`config.mk`:
```
export PLATFORM = sky130hd
export DESIGN_NAME = reg_file_param_flat
export DESIGN_NICKNAME = d
export VERILOG_FILES = /design/src/rtl/reg_file_param_if.sv /design/src/rtl/reg_file_param.sv /design/src/flat_wrapper.sv
export SDC_FILE = /design/constraint.sdc
export NUM_CORES = 1
export LEC_CHECK = 0
export CORE_ASPECT_RATIO = 1.4
export CORE_MARGIN = 2
export CORE_UTILIZATION = 62
export DETAILED_ROUTE_END_ITERATION = 8
export PLACE_DENSITY = 0.85
export SLEW_MARGIN = 20
export SYNTH_ARGS = -nofsm -noshare
export SYNTH_HDL_FRONTEND = slang
export SYNTH_SLANG_ARGS = --single-unit
export TNS_END_PERCENT = 5
```
`constraint.sdc`:
```
create_clock -name Clk -period 5.8 [get_ports Clk]
set_input_delay 1.45 -clock Clk [delete_from_list [all_inputs] [get_ports Clk]]
set_output_delay 1.45 -clock Clk [all_outputs]
set_load 0.03 [all_outputs]
```
`src/rtl/reg_file_param_if.sv`:
```
`default_nettype none
// ============================================================================
//  Module      : reg_file_param_if
//  Description : Register-file access bus. Write, two read ports,
//                condition-code load and clear-sweep control.
//  Revision    : 1.0 - initial release
// ============================================================================
interface reg_file_param_if #(
  parameter int WIDTH = 16,
  parameter int DEPTH = 8
);
  localparam int AW = (DEPTH > 1) ? $clog2(DEPTH) : 1;

  logic             LD_REG;
  logic [AW-1:0]    DR;
  logic [WIDTH-1:0] Data_In;
  logic [AW-1:0]    SR1;
  logic [AW-1:0]    SR2;
  logic [WIDTH-1:0] SR1_Out;
  logic [WIDTH-1:0] SR2_Out;
  logic             LD_CC;
  logic             N;
  logic             Z;
  logic             P;
  logic             Clear_Req;
  logic             Clear_Busy;

  modport master (
    output LD_REG, DR, Data_In, SR1, SR2, LD_CC, Clear_Req,
    input  SR1_Out, SR2_Out, N, Z, P, Clear_Busy
  );

  modport slave (
    input  LD_REG, DR, Data_In, SR1, SR2, LD_CC, Clear_Req,
    output SR1_Out, SR2_Out, N, Z, P, Clear_Busy
  );
endinterface
`default_nettype wire

```
`src/rtl/reg_file_param.sv`:
```
`default_nettype none
// ============================================================================
//  Module      : reg_file_param
//  Description : Parameterised 1W/2R register file with write bypass,
//                N/Z/P condition codes and a sequential clear sweep.
//  Revision    : 1.0 - initial release
// ============================================================================
module reg_file_param #(
  parameter int WIDTH = 16,
  parameter int DEPTH = 8
) (
  input  wire logic        Clk,
  input  wire logic        Reset,
  reg_file_param_if.slave  bus
);
  localparam int           AW       = (DEPTH > 1) ? $clog2(DEPTH) : 1;
  localparam logic [AW:0]  DEPTH_W  = (AW + 1)'(DEPTH);
  localparam logic [AW-1:0] LAST_IDX = AW'(DEPTH - 1);

  typedef enum logic [0:0] {
    ST_IDLE  = 1'b0,
    ST_CLEAR = 1'b1
  } state_t;

  state_t           state_q, state_d;
  logic [AW-1:0]    idx_q, idx_d;
  logic [WIDTH-1:0] regs_q [DEPTH];
  logic [WIDTH-1:0] regs_d [DEPTH];
  logic             n_q, n_d;
  logic             z_q, z_d;
  logic             p_q, p_d;

  logic             wr_in_range;
  logic             bypass_en;
  logic [WIDTH-1:0] sr1_out;
  logic [WIDTH-1:0] sr2_out;

  // Addresses past DEPTH exist only for non-power-of-two depths.
  assign wr_in_range = ({1'b0, bus.DR} < DEPTH_W);
  assign bypass_en   = (state_q == ST_IDLE) && bus.LD_REG && wr_in_range;

  always_comb begin
    state_d = state_q;
    idx_d   = idx_q;
    regs_d  = regs_q;
    n_d     = n_q;
    z_d     = z_q;
    p_d     = p_q;

    case (state_q)
      ST_IDLE: begin
        if (bus.LD_REG && wr_in_range) begin
          regs_d[bus.DR] = bus.Data_In;
        end
        if (bus.LD_CC) begin
          n_d = bus.Data_In[WIDTH-1];
          z_d = (bus.Data_In == '0);
          p_d = !bus.Data_In[WIDTH-1] && (bus.Data_In != '0);
        end
        if (bus.Clear_Req) begin
          state_d = ST_CLEAR;
          idx_d   = '0;
        end
      end
      ST_CLEAR: begin
        regs_d[idx_q] = '0;
        if (idx_q == LAST_IDX) begin
          state_d = ST_IDLE;
          idx_d   = '0;
        end else begin
          idx_d = idx_q + 1'b1;
        end
      end
      default: begin
        state_d = ST_IDLE;
        idx_d   = '0;
      end
    endcase
  end

  always_ff @(posedge Clk) begin
    if (Reset) begin
      state_q <= ST_IDLE;
      idx_q   <= '0;
      n_q     <= 1'b0;
      z_q     <= 1'b1;
      p_q     <= 1'b0;
      for (int i = 0; i < DEPTH; i++) begin
        regs_q[i] <= '0;
      end
    end else begin
      state_q <= state_d;
      idx_q   <= idx_d;
      n_q     <= n_d;
      z_q     <= z_d;
      p_q     <= p_d;
      regs_q  <= regs_d;
    end
  end

  always_comb begin
    sr1_out = '0;
    sr2_out = '0;
    if ({1'b0, bus.SR1} < DEPTH_W) sr1_out = regs_q[bus.SR1];
    if ({1'b0, bus.SR2} < DEPTH_W) sr2_out = regs_q[bus.SR2];
    if (bypass_en && (bus.DR == bus.SR1)) sr1_out = bus.Data_In;
    if (bypass_en && (bus.DR == bus.SR2)) sr2_out = bus.Data_In;
  end

  assign bus.SR1_Out    = sr1_out;
  assign bus.SR2_Out    = sr2_out;
  assign bus.N          = n_q;
  assign bus.Z          = z_q;
  assign bus.P          = p_q;
  assign bus.Clear_Busy = (state_q == ST_CLEAR);
endmodule
`default_nettype wire
```
`src/flat_wrapper.sv`:
```
// flat-port wrapper written by rule: the top's interface ports become plain ports
module reg_file_param_flat 
#(
  parameter int WIDTH = 16,
  parameter int DEPTH = 8
)
  (Clk, Reset, bus_LD_REG, bus_DR, bus_Data_In, bus_SR1, bus_SR2, bus_LD_CC, bus_Clear_Req, bus_SR1_Out, bus_SR2_Out, bus_N, bus_Z, bus_P, bus_Clear_Busy);
  reg_file_param_if #(.WIDTH(WIDTH), .DEPTH(DEPTH)) bus_i ();
  input  wire logic Clk;
  input  wire logic Reset;
  input wire logic [$bits(bus_i.LD_REG)-1:0] bus_LD_REG;
  input wire logic [$bits(bus_i.DR)-1:0] bus_DR;
  input wire logic [$bits(bus_i.Data_In)-1:0] bus_Data_In;
  input wire logic [$bits(bus_i.SR1)-1:0] bus_SR1;
  input wire logic [$bits(bus_i.SR2)-1:0] bus_SR2;
  input wire logic [$bits(bus_i.LD_CC)-1:0] bus_LD_CC;
  input wire logic [$bits(bus_i.Clear_Req)-1:0] bus_Clear_Req;
  output wire logic [$bits(bus_i.SR1_Out)-1:0] bus_SR1_Out;
  output wire logic [$bits(bus_i.SR2_Out)-1:0] bus_SR2_Out;
  output wire logic [$bits(bus_i.N)-1:0] bus_N;
  output wire logic [$bits(bus_i.Z)-1:0] bus_Z;
  output wire logic [$bits(bus_i.P)-1:0] bus_P;
  output wire logic [$bits(bus_i.Clear_Busy)-1:0] bus_Clear_Busy;
  assign bus_i.LD_REG = bus_LD_REG;
  assign bus_i.DR = bus_DR;
  assign bus_i.Data_In = bus_Data_In;
  assign bus_i.SR1 = bus_SR1;
  assign bus_i.SR2 = bus_SR2;
  assign bus_i.LD_CC = bus_LD_CC;
  assign bus_i.Clear_Req = bus_Clear_Req;
  assign bus_SR1_Out = bus_i.SR1_Out;
  assign bus_SR2_Out = bus_i.SR2_Out;
  assign bus_N = bus_i.N;
  assign bus_Z = bus_i.Z;
  assign bus_P = bus_i.P;
  assign bus_Clear_Busy = bus_i.Clear_Busy;
  reg_file_param #(.WIDTH(WIDTH), .DEPTH(DEPTH)) u_core (.Clk(Clk), .Reset(Reset), .bus(bus_i));
endmodule
```
==> impl_metrics.csv <==
group,metric,value,unit
clock_network,cts.clk_slew.worst_paths,0.06,ns
detailed_routing,drt-initial-drc-count,933,
setup_path,worstReg2RegEnd,"u_core.regs_q[106]",
detailed_routing,antenna_left,0,
yosys,yosysWarnings,0,
yosys,syn_area,7080,um^2
setup_path,cp-end-kind,"output port",
detailed_routing,vias,6397,
setup_path,crit_end,"bus_SR2_Out[9]",
yosys,yosys-top-cells-area,"dfxtp_1, mux4_2, a22oi_1",
floorplanning,rows,46,
clock_network,cts_buffer_depth,2,
cells_and_area,layout_common_cells,"nor2_1, dfxtp_1, a22oi_1, mux4_2, buf_4",
sta,slew_headroom,22.6,%
sta,fin_worst_skew,0.00816,ns
sta,fin_ws,0.898,ns
min_path,min_from,"u_core.bus.Z",
setup_path,arrival,3.45,ns
setup_path,r2r_cells,4,
sta,period_share,84.5,%
cells_and_area,layout_commonest_cell,"nor2_1",
setup_path,crit_fanout,25,
yosys,synth.avg_cell_area,10.2,um^2
detailed_routing,via_per_inst,7.27,
cells_and_area,drive_gt1_share,22.0,%
setup_path,rr_startpoint,"u_core.bus.Clear_Busy",
floorplanning,die_w,94.3,um
power_and_ir_drop,p_per_area,295,nW/um^2
power_and_ir_drop,p_total,0.00243,W
global_routing,grt_util_all_layers,36.4,%
floorplanning,ioPinCount,66,
placement,routabilityCongestion,0.893,
sta,rsz0062_at_grt,"false",
sta,fmax,204,MHz
detailed_routing,wire_per_inst,24.8,um
floorplanning,fp.coreArea,11200,um^2
floorplanning,die-area,12300,um^2
placement,dpl.hpwl,13300,um
global_routing,grt_pass1_vias,6234,
setup_path,cp-start-kind,"input pin",
yosys,synthCells,697,
yosys,synth_cell_types,35,
clock_network,h-tree-depth,4,
global_routing,antenna_found_initial,0,
clock_network,cts_tree,"done",
clock_network,cts_setup_buffers,0,
cells_and_area,fin_nets,755,
floorplanning,start_util,63.1,%
detailed_routing,drtPass1Iterations,8,
yosys,synth_top_area_cell,"dfxtp_1",
cells_and_area,syn2layout_area_growth,16.1,%
sta,finalHoldViolCount,0,
cells_and_area,utilization,73.3,%
power_and_ir_drop,power.leakage,3.04,nW
setup_path,r2r_slack,3.37,ns
global_routing,grt_overflow,0,
setup_path,path_class,"input pin to output port",
sta,setup-tns-final,0,ns
clock_network,cts_inserted_buffers,17,
clock_network,ctsResizeCount,0,
clock_network,clock_sink_count,135,
cells_and_area,antenna_cells,0,
run,maxCapViolations,0,
clock_network,clk_latency,0.43,ns
sta,min_period,4.90,ns
global_routing,grt_max_degree,78,
power_and_ir_drop,vdd_drop_max,0.193,mV
yosys,yosys.area.top_type_share,38.1,%
detailed_routing,drc,0,
yosys,syn_nets,729,
placement,pre_cts_ws,1.02,ns
clock_network,hold_buffers,0,
sta,slew_violations,0,
sta,setup_viol,0,
floorplanning,fp.dieH,130,um
placement,port_buffers,65,
clock_network,clock-root-buffer,"clkbuf_16",
detailed_routing,wl,21800,um
outcome,status,"completed",
cells_and_area,fill_cells,743,
setup_path,worstPathRequired,4.35,ns
global_routing,grt_pass1_wl,33400,um
setup_path,crit_path_start,"bus_DR[1]",
yosys,ys_seq_area_share,38.1,%
min_path,worstHoldPathType,"flop to flop",
yosys,synth.ff_latch_count,135,
sta,tightest_slew,1.16,ns
## critical path, stage by stage
cell	delay, ns
clkdlybuf4s50_1	0.75
xnor2_1	0.14
nand4_1	0.25
buf_4	0.33
nor2_1	0.08
a21oi_1	0.24
buf_4	0.21
## per-stage QoR
stage | area, um^2 | instances | hold WS, ns
final | 8230 | 880 | 0.466
after global routing | 8230 | 880 | 0.498
after CTS | 8230 | 880 | 0.470
after detailed placement | 7580 | 848 | 0.457
after global placement | 7580 | 848 | 0.444
after floorplan | 7080 | 697 | 0.477
## cells by family (layout without fill, tap and decap cells)
kind of cell,count (synthesis),in the layout,synth area share [%]
buffers and inverters,78,117,5.72
adder cells (fa/ha/maj),2,2,0.353
flip-flops,135,135,38.1
multiplexers,98,98,25.2
AO/OA/AOI/OAI,173,173,17.0
XOR/XNOR,6,6,0.742
AND/OR/NAND/NOR,205,205,12.9
## layer usage
| layer | track usage [%] | up-vias | part of all wire (%) |
|---|---|---|---|
| li1 | - | 2665 | - |
| met1 | 42.8 | 3046 | 33 |
| met2 | 58.4 | 556 | 49 |
| met3 | 11.7 | 130 | 13 |
| met4 | 21.7 | 0 | 5.1 |
| met5 | 0 | - | 0 |
## synthesized netlist by cell type
master    count
nor2_1      173
dfxtp_1     135
a22oi_1     129
mux4_2       64
a21oi_1      40
mux2i_1      34
buf_2        33
clkbuf_1     25
buf_4        14
xnor2_1       6
nor4_1        4
and4b_1       3
nand2b_1      3
nand4_1       3
nor2_4        3
nor2b_1       3
a32oi_1       2
buf_1         2
buf_6         2
ha_1          2
nor3b_1       2
nor4bb_1      2
a211o_1       1
a211oi_1      1
and2_1        1
and3b_1       1
and4_1        1
clkbuf_4      1
inv_1         1
nand2_1       1
nand3b_1      1
nor3_2        1
nor3_4        1
nor3b_2       1
or3b_4        1
## layout make-up
cell class              count  area (um^2)  area share [%]
clock buffers              17          425            5.17
well taps                 144          180            2.19
flip-flops and latches    135         2700            32.8
repair buffers             84          703            8.55
multi-input cells         484         3990            48.4
clock inverters            15          226            2.75
inverters                   1         3.75          0.0456
## where the power goes
part | total (W) | switching (W) | internal [W]
clock | 0.00119 | 0.000425 | 0.000764
sequential | 0.000962 | 0.0000166 | 0.000945
combinational | 0.000279 | 0.000174 | 0.000105
total | 0.00243 | 0.000615 | 0.00181
## state kept, by name, summed over array words and instances (netlist names)
name / cells
u_core.bus.P: 1
u_core.idx_q: 3
u_core.regs_q: 128
u_core.bus.Z: 1
u_core.bus.N: 1
u_core.bus.Clear_Busy: 1
## how the worst min path moves through the flow
stage,endpoint,slack [ns],depth (start not counted)
3_3_place_gp,u_core.bus.Z,0.44,1
5_1_grt,u_core.bus.Z,0.50,1
2_1_floorplan,u_core.regs_q[111],0.48,2
3_5_place_dp,u_core.bus.Z,0.46,1
6_report,u_core.bus.Z,0.47,1
4_1_cts,u_core.bus.Z,0.47,1
Power figures use the tool's default switching activity.
